`src/rtl/regwrite_sched.sv`:
```
// regwrite_sched: shares the register-file write port between pipeline
// writeback and a long-latency result unit, and keeps a scoreboard of
// destinations with results still in flight so decode can stall on them.
module regwrite_sched #(
    parameter int STARVE_MAX = 4
) (
    input  logic        clk,
    input  logic        rst_n,
    input  logic        wb_we,
    input  logic [4:0]  wb_addr,
    input  logic [31:0] wb_data,
    output logic        wb_hold,
    input  logic        lu_valid,
    input  logic [4:0]  lu_addr,
    input  logic [31:0] lu_data,
    output logic        lu_ready,
    input  logic        iss_valid,
    input  logic [4:0]  iss_addr,
    input  logic [4:0]  dec_rs,
    input  logic [4:0]  dec_rt,
    input  logic [4:0]  dec_rd,
    output logic        stall,
    output logic        regwrite,
    output logic [4:0]  write,
    output logic [31:0] writedata,
    output logic        err
);

    localparam int CNT_W = (STARVE_MAX < 1) ? 1 : $clog2(STARVE_MAX + 1);

    // Bit 0 is kept at zero so that address 0 never looks pending.
    logic [31:0]      pending_q, pending_d;
    logic             buf_full_q, buf_full_d;
    logic [4:0]       buf_addr_q, buf_addr_d;
    logic [31:0]      buf_data_q, buf_data_d;
    logic [CNT_W-1:0] starve_cnt_q, starve_cnt_d;
    logic             err_q, err_d;

    logic drain;
    logic accept;

    // Write-port mux, handshake and hazard detection; writeback always wins.
    always_comb begin
        drain     = buf_full_q & ~wb_we;
        lu_ready  = ~buf_full_q | ~wb_we;
        accept    = lu_valid & lu_ready;
        regwrite  = rst_n & (wb_we | buf_full_q);
        write     = wb_we ? wb_addr : buf_addr_q;
        writedata = wb_we ? wb_data : buf_data_q;
        wb_hold   = buf_full_q & (starve_cnt_q == CNT_W'(STARVE_MAX));
        stall     = pending_q[dec_rs] | pending_q[dec_rt] | pending_q[dec_rd];
        err       = err_q;
    end

    // Next-state: buffer reload/drain, scoreboard set-over-clear, starvation age, sticky error.
    always_comb begin
        buf_full_d = buf_full_q;
        buf_addr_d = buf_addr_q;
        buf_data_d = buf_data_q;
        if (drain) begin
            buf_full_d = 1'b0;
        end
        if (accept) begin
            buf_full_d = 1'b1;
            buf_addr_d = lu_addr;
            buf_data_d = lu_data;
        end

        pending_d = pending_q;
        if (drain) begin
            pending_d[buf_addr_q] = 1'b0;
        end
        if (iss_valid && (iss_addr != 5'd0)) begin
            pending_d[iss_addr] = 1'b1;
        end
        pending_d[0] = 1'b0;

        starve_cnt_d = '0;
        if (buf_full_q && wb_we) begin
            if (starve_cnt_q != CNT_W'(STARVE_MAX)) begin
                starve_cnt_d = starve_cnt_q + CNT_W'(1);
            end else begin
                starve_cnt_d = starve_cnt_q;
            end
        end

        err_d = err_q;
        if (accept && (lu_addr != 5'd0) && !pending_q[lu_addr]) begin
            err_d = 1'b1;
        end
        if (wb_we && pending_q[wb_addr]) begin
            err_d = 1'b1;
        end
        if (wb_we && wb_hold) begin
            err_d = 1'b1;
        end
    end

    // State registers; reset discards any buffered result and all pending bits.
    always_ff @(posedge clk or negedge rst_n) begin
        if (!rst_n) begin
            pending_q    <= '0;
            buf_full_q   <= 1'b0;
            buf_addr_q   <= '0;
            buf_data_q   <= '0;
            starve_cnt_q <= '0;
            err_q        <= 1'b0;
        end else begin
            pending_q    <= pending_d;
            buf_full_q   <= buf_full_d;
            buf_addr_q   <= buf_addr_d;
            buf_data_q   <= buf_data_d;
            starve_cnt_q <= starve_cnt_d;
            err_q        <= err_d;
        end
    end

endmodule

```
`config.mk`:
```
export PLATFORM = sky130hd
export DESIGN_NAME = regwrite_sched
export DESIGN_NICKNAME = d
export VERILOG_FILES = /design/src/rtl/regwrite_sched.sv
export SDC_FILE = /design/constraint.sdc
export NUM_CORES = 1
export LEC_CHECK = 0
export BUFFER_PORTS_ARGS = -buffer_cell sky130_fd_sc_hd__buf_2
export CAP_MARGIN = 20
export CORE_MARGIN = 2
export CORE_UTILIZATION = 30
export DETAILED_ROUTE_END_ITERATION = 7
export SKIP_LAST_GASP = 1
export SYNTH_ARGS = -nofsm -noshare
export SYNTH_HDL_FRONTEND = slang
export SYNTH_SLANG_ARGS = --single-unit
```
`constraint.sdc`:
```
create_clock -name clk -period 5.95 [get_ports clk]
set_input_delay 1.19 -clock clk [delete_from_list [all_inputs] [get_ports clk]]
set_output_delay 1.19 -clock clk [all_outputs]
set_load 0.02 [all_outputs]
```
==> reports/metrics.cfg, run 1 <==
[place]
gp_congestion = 0.872
hpwl_microns = 11000
place_inst = 711
port-buffer-count = 140
dpl_worst_slack_ns = 1.90

[synth]
ys_seq_area_frac = 0.389
synth_common_cells = mux2_2, dfrtp_1, o21ai_0, mux4_2, clkbuf_1
async_flop_share = 1.00
syn-mean-instance-area_sq_um = 12.2
ys_seq_elements = 73
syn_area_sq_um = 4690
synth_area_leaders = dfrtp_1, mux2_2, mux4_2
synthFlopType = dfrtp_1
yosysWarnings = 0
synth.top_cell.area_share = 0.389
syn-instance-count = 384
synth_most_common_cell = mux2_2
syn_nets = 485
yosysUniqueCellTypes = 37
synth_edf_count = 0
yosys.area.top_type = dfrtp_1

[sta]
fin_ws_ns = 1.90
layout_min_cycle_time_ns = 4.05
slew_violations = 0
setup_viol = 0
finalHoldViolations = 0
fmax_mhz = 247
worst-slew-pin-transition_ns = 0.965
period_share = 0.681
rsz0062_at_grt = false
slew_headroom = 0.357
tns_ns = 0
fin_skew_ns = 0.00511

[detailed_routing]
dr.pass1.iters = 4
vias = 3977
routedWlPerCell_microns = 20.4
via_per_inst = 5.47
postRouteAntennaNets = 0
drtIter0Drc = 305
drc = 0
wirelength_microns = 14800

[hold_path]
hold_class = reg -> reg
hold_end = buf_data_q[14]
holdPathStages = 1
hp-start = buf_data_q[14]

[floorplan]
start_util = 0.308
num_io_pins = 141
die_height_microns = 129
die_w_microns = 129
fp-row-count = 45
coreArea_sq_um = 15300
dieArea_sq_um = 16700

[critical_path]
worstPathMaxFanout = 9
ff2ff_path_depth = 5
r2r-end = err
crit_slowest_cell = mux4_2
max_stage_delay_ns = 0.52
end_kind = output pin
r2r_start = pending_q[29]
required_ns = 4.76
crit_type = in -> out
r2r_slack_ns = 3.82
arrival_ns = 2.86
cp-start-kind = primary input
crit_chain = buf_2, mux4_2, mux4_2, a21oi_1, nand3_1, buf_2

[global_route]
grtUsageTotal = 0.177
grt_overflow_total = 0
grt_max_degree = 74
antenna_found_initial = 2
grt_pass1_wl_microns = 22200
grt_pass1_vias = 3951

[clock_tree]
clk_pin_slew_ns = 0.05
clk_latency_ns = 0.34
hold_buffers = 0
cts_setup_buffers = 0
numCtsBuffers = 9
cts_max_level = 3
clockBufferDepth = 2
cts_resized = 0
cts.sinks = 73
cts_tree = done
clock-root-buffer = clkbuf_16

[final_layout]
drive_above_1_share = 0.517
fin_cells = 727
n_antenna_cell = 0
area.growth.synth_to_final_pct = 24.2
nNetsFinal = 612

[power]
power.density_nw_per_um2 = 319
leakagePower_nw = 2.44
ir_drop_v = 0.000149

[flow_run]
drv_cap = 0

[status]
status = completed

per-stage QoR:
step | total power [mW] | area [sq um] | hold WS (ns) | util
floorplan | 1.11 | 4690 | 0.477 | -
global placement | 1.34 | 5550 | 0.487 | 0.364
detailed placement | 1.36 | 5550 | 0.492 | 0.364
CTS | 1.87 | 5830 | 0.505 | 0.382
global route | 1.95 | 5830 | 0.526 | 0.382
finish | 1.86 | 5830 | 0.499 | 0.382
layer usage:
layer	GRT usage	up-vias	wire length, microns
met1	0.231	2033	5950
met5	0	-	13
met4	0.0844	2	514
met2	0.279	155	7330
li1	-	1751	-
met3	0.0438	36	1040
state kept, by name (all words and copies together) (netlist names):
signal	count
pending_q	31
buf_addr_q	5
buf_full_q	1
starve_cnt_q	3
err	1
buf_data_q	32
power breakdown:
group	switching, mW	internal (mW)	leakage [nW]
clock network	0.199	0.305	0.133
logic	0.231	0.313	1.44
registers	0.210	0.606	0.864
total	0.640	1.22	2.44
layout make-up:
class,count,area [sq um]
clock inverter,2,12.5
tap,211,264
clock buffer,14,264
multi-input combinational,279,2720
timing repair buffer,142,716
inverter,6,22.5
sequential,73,1830
fill,1514,9430
cell families after synthesis:
kind of cell,after synthesis,share of synthesized area
XOR/XNOR,1,0.00187
flip-flops,73,0.389
buffers and inverters,32,0.0306
adder cells (fa/ha/maj),2,0.00533
multiplexers,125,0.389
AND/OR/NAND/NOR,65,0.0816
AO/OA/AOI/OAI,86,0.102
layout by cell type, fill, tap and decap left out, types with 7 or more instances in the layout:
cell,instances
nand3_1,7
mux2i_1,10
buf_2,140
o21ai_0,63
dfrtp_1,73
mux4_2,29
mux4_1,7
nand3b_1,9
clkbuf_16,9
mux2_2,79
nor2_1,10
a21oi_1,9
nand2_1,10
worst max-delay path by stage:
| stage | start | end | slack (ns) | cells past startpoint |
|---|---|---|---|---|
| floorplan | dec_rt[1] | stall | 2.07 | 5 |
| global placement | dec_rt[1] | stall | 1.92 | 6 |
| detailed placement | dec_rt[0] | stall | 1.90 | 6 |
| CTS | dec_rt[0] | stall | 1.90 | 6 |
| global route | dec_rt[1] | stall | 1.78 | 7 |
| finish | dec_rt[1] | stall | 1.90 | 6 |
critical path: cells and delay by family:
kind	cells	cell delay, ns
buffers and inverters	2	0.39
muxes	2	0.99
AOI/OAI and AO/OA	1	0.19
and+or+nand+nor	1	0.10
Note: power is estimated with default switching activity, not from simulation.
==> run 2: changes to the inputs <==
--- a/config.mk
+++ b/config.mk
@@ -5,6 +5,7 @@
 export SDC_FILE = /design/constraint.sdc
 export NUM_CORES = 1
 export LEC_CHECK = 0
+export ABC_AREA = 1
 export BUFFER_PORTS_ARGS = -buffer_cell sky130_fd_sc_hd__buf_2
 export CAP_MARGIN = 20
 export CORE_MARGIN = 2
==> constraint.sdc (replaced) <==
create_clock -name clk -period 4.05 [get_ports clk]
set_input_delay 0.81 -clock clk [delete_from_list [all_inputs] [get_ports clk]]
set_output_delay 0.81 -clock clk [all_outputs]
set_load 0.02 [all_outputs]
==> run 2 against run 1 <==
Compared with the run above: combinational power increased by 53%; register-to-register slack got worse by 1.4 ns; count of clock-buffer cells in the layout decreased by 5; routed wire length increased by 16%.
==> reports/metrics.cfg, run 2 <==
[critical_path]
crit_start = dec_rd[0]
crit_chain = buf_2, inv_1, nand2_1, nand3_1, nand3_1, nand3_1, nand3b_1, nand2_1, nand3_1, buf_2
cp-start-kind = primary input
max_stage_delay_ns = 0.33  ; -0.19 ns
cp_common_cell = nand3_1
arrival_ns = 2.03  ; -0.83 ns
worstPathMaxFanout = 26  ; +17
r2r_start = buf_full_q
required_ns = 3.24  ; -1.52 ns
crit_buf_inv = 3  ; +1
end_kind = output pin
crit_slowest_cell = buf_2
crit_family = buffers and inverters
crit_type = in -> out

[hold_path]
hp-start = buf_data_q[28]
hold_class = reg -> reg

[final_layout]
largest_reg_flops = 32  ; unchanged
reg_top3 = buf_data_q: 32 flops, pending_q: 31 flops, buf_addr_q: 5 flops
area.growth.synth_to_final_pct = 21.4
final_area_sq_um = 6130  ; +5.1%
fin_cells = 1145  ; +57%
mostFrequentLayoutCells = nand2_1, nand3_1, buf_2, o21ai_0, dfrtp_1
regMostFlops = buf_data_q
nNetsFinal = 1020  ; +67%
drive_above_1_share = 0.182  ; -0.336
final_common_cell = nand2_1

[detailed_routing]
dr.pass1.iters = 5  ; +1
drtIter0Drc = 406  ; +33%
postRouteAntennaNets = 0  ; unchanged
drc = 0  ; unchanged
vias = 5551  ; +40%
wirelength_microns = 17200  ; +16%
via_per_inst = 4.85  ; -11%
routedWlPerCell_microns = 15.0  ; -27%

[sta]
fmax_mhz = 352
layout_min_cycle_time_ns = 2.84
worst-slew-pin-transition_ns = 0.922  ; -0.0428 ns
tns_ns = 0  ; unchanged
fin_skew_ns = 0.00927  ; +0.00417 ns
fin_ws_ns = 1.21  ; -0.689 ns
rsz0062_at_grt = false
finalHoldViolations = 0  ; unchanged
period_share = 0.702
setup_viol = 0  ; unchanged
slew_headroom = 0.385  ; +0.0285
slew_violations = 0  ; unchanged

[synth]
ys_seq_elements = 73  ; unchanged
yosys.area.top_type = dfrtp_1
syn-instance-count = 800  ; +110%
synth_most_common_cell = nand2_1
synth_common_cells = nand2_1, nand3_1, o21ai_0, dfrtp_1, inv_1
synth_area_leaders = dfrtp_1, nand2_1, nand3_1
synth_edf_count = 0  ; unchanged
synthFlopType = dfrtp_1
syn-mean-instance-area_sq_um = 6.31  ; -48%
async_flop_share = 1.00  ; unchanged
yosysUniqueCellTypes = 22  ; -41%
synth.top_cell.area_share = 0.362  ; -0.0273
ys_seq_area_frac = 0.362  ; -0.0273
syn_area_sq_um = 5050  ; +7.5%
yosysWarnings = 0  ; unchanged
syn_nets = 901  ; +86%

[clock_tree]
clock-root-buffer = clkbuf_16
numCtsBuffers = 9  ; unchanged
clk_pin_slew_ns = 0.06  ; about the same
clockBufferDepth = 2  ; unchanged
cts_setup_buffers = 0  ; unchanged
clk_latency_ns = 0.33  ; about the same
cts_resized = 0  ; unchanged
cts.sinks = 73  ; unchanged
cts_tree = done
cts_max_level = 3  ; unchanged
hold_buffers = 0  ; unchanged

[place]
dpl_cell_area_sq_um = 5820  ; +4.7%
dpl_worst_slack_ns = 1.24  ; -0.664 ns
port-buffer-count = 140  ; unchanged
place_inst = 1128  ; +59%
hpwl_microns = 12600  ; +14%
gp_congestion = 0.947  ; +8.6%

[floorplan]
dieArea_sq_um = 17900  ; +7.3%
die_height_microns = 134  ; +3.6%
die_w_microns = 134  ; +3.6%
start_util = 0.306  ; -0.00215
fp-row-count = 47  ; +4.4%
num_io_pins = 141  ; unchanged
coreArea_sq_um = 16500  ; +8.3%

[global_route]
grtUsageTotal = 0.196  ; +0.0182
grt_pass1_wl_microns = 27600  ; +24%
grt_pass1_vias = 5094  ; +29%
antenna_found_initial = 1  ; -1
grt_max_degree = 74  ; unchanged
grt_overflow_total = 0  ; unchanged

[power]
power.density_nw_per_um2 = 446  ; +40%
leakagePower_nw = 3.32  ; +36%
ir_drop_v = 0.000183  ; +23%

[flow_run]
drv_cap = 0  ; unchanged

[status]
status = completed

run 2: worst min-delay path: stages, from the launching register on:
cell and delay, ns:
dfrtp_1 0.34, nand2_1 0.06, nand2_1 0.05
run 2: kinds of logic (layout without fill, tap and decap cells):
kind of cell	after synthesis	after routing	share of synthesized area
simple gates	523	523	0.432
fa+ha+maj	2	2	0.00496
buf+inv	104	228	0.0981
other cells	0	1	0
compound gates	98	98	0.103
flops	73	73	0.362
run 2: layout make-up:
class / count / area, sq um
Inverter: 69 / 264
Clock buffer: 9 / 225
Sequential cell: 73 / 1830
Timing Repair Buffer: 143 / 723
Fill cell: 1807 / 10400
Multi-Input combinational cell: 623 / 2730
Clock inverter: 7 / 85.1
Antenna cell: 1 / 2.50
Tap cell: 220 / 275
run 2: final timing paths:
| check | to | slack [ns] | cells after the start |
|---|---|---|---|
| max | stall | 1.21 | 10 |
| min | buf_data_q[28] | 0.48 | 2 |
| max reg2reg | err | 2.46 | 8 |
| min reg2reg | buf_data_q[28] | 0.48 | 2 |
| max in group asynchronous | pending_q[1] | 2.74 | 2 |
| min in group asynchronous | buf_full_q | 0.73 | 2 |
run 2: metal layers:
layer | vias to the layer above | wire, microns | global-route usage | part of all wire
met4 | 0 | 286 | 0.0709 | 0.017
met2 | 266 | 8160 | 0.316 | 0.48
met1 | 2427 | 7410 | 0.264 | 0.43
met5 | - | 0 | 0 | 0
met3 | 24 | 1290 | 0.0320 | 0.075
li1 | 2834 | - | - | -
run 2: where the power goes:
part	switching [mW]	internal, mW	total [mW]	leakage [nW]
combinational	0.556	0.274	0.831	2.29
sequential	0.200	0.878	1.08	0.883
clock	0.335	0.490	0.825	0.147
total	1.09	1.64	2.73	3.32
run 2: through the flow:
stage | hold slack [ns] | util | power (mW)
2_1_floorplan | 0.442 | - | 1.55
3_3_place_gp | 0.455 | 0.352 | 1.91
3_5_place_dp | 0.460 | 0.352 | 1.90
4_1_cts | 0.476 | 0.371 | 2.74
5_1_grt | 0.492 | 0.371 | 2.92
6_report | 0.475 | 0.371 | 2.73
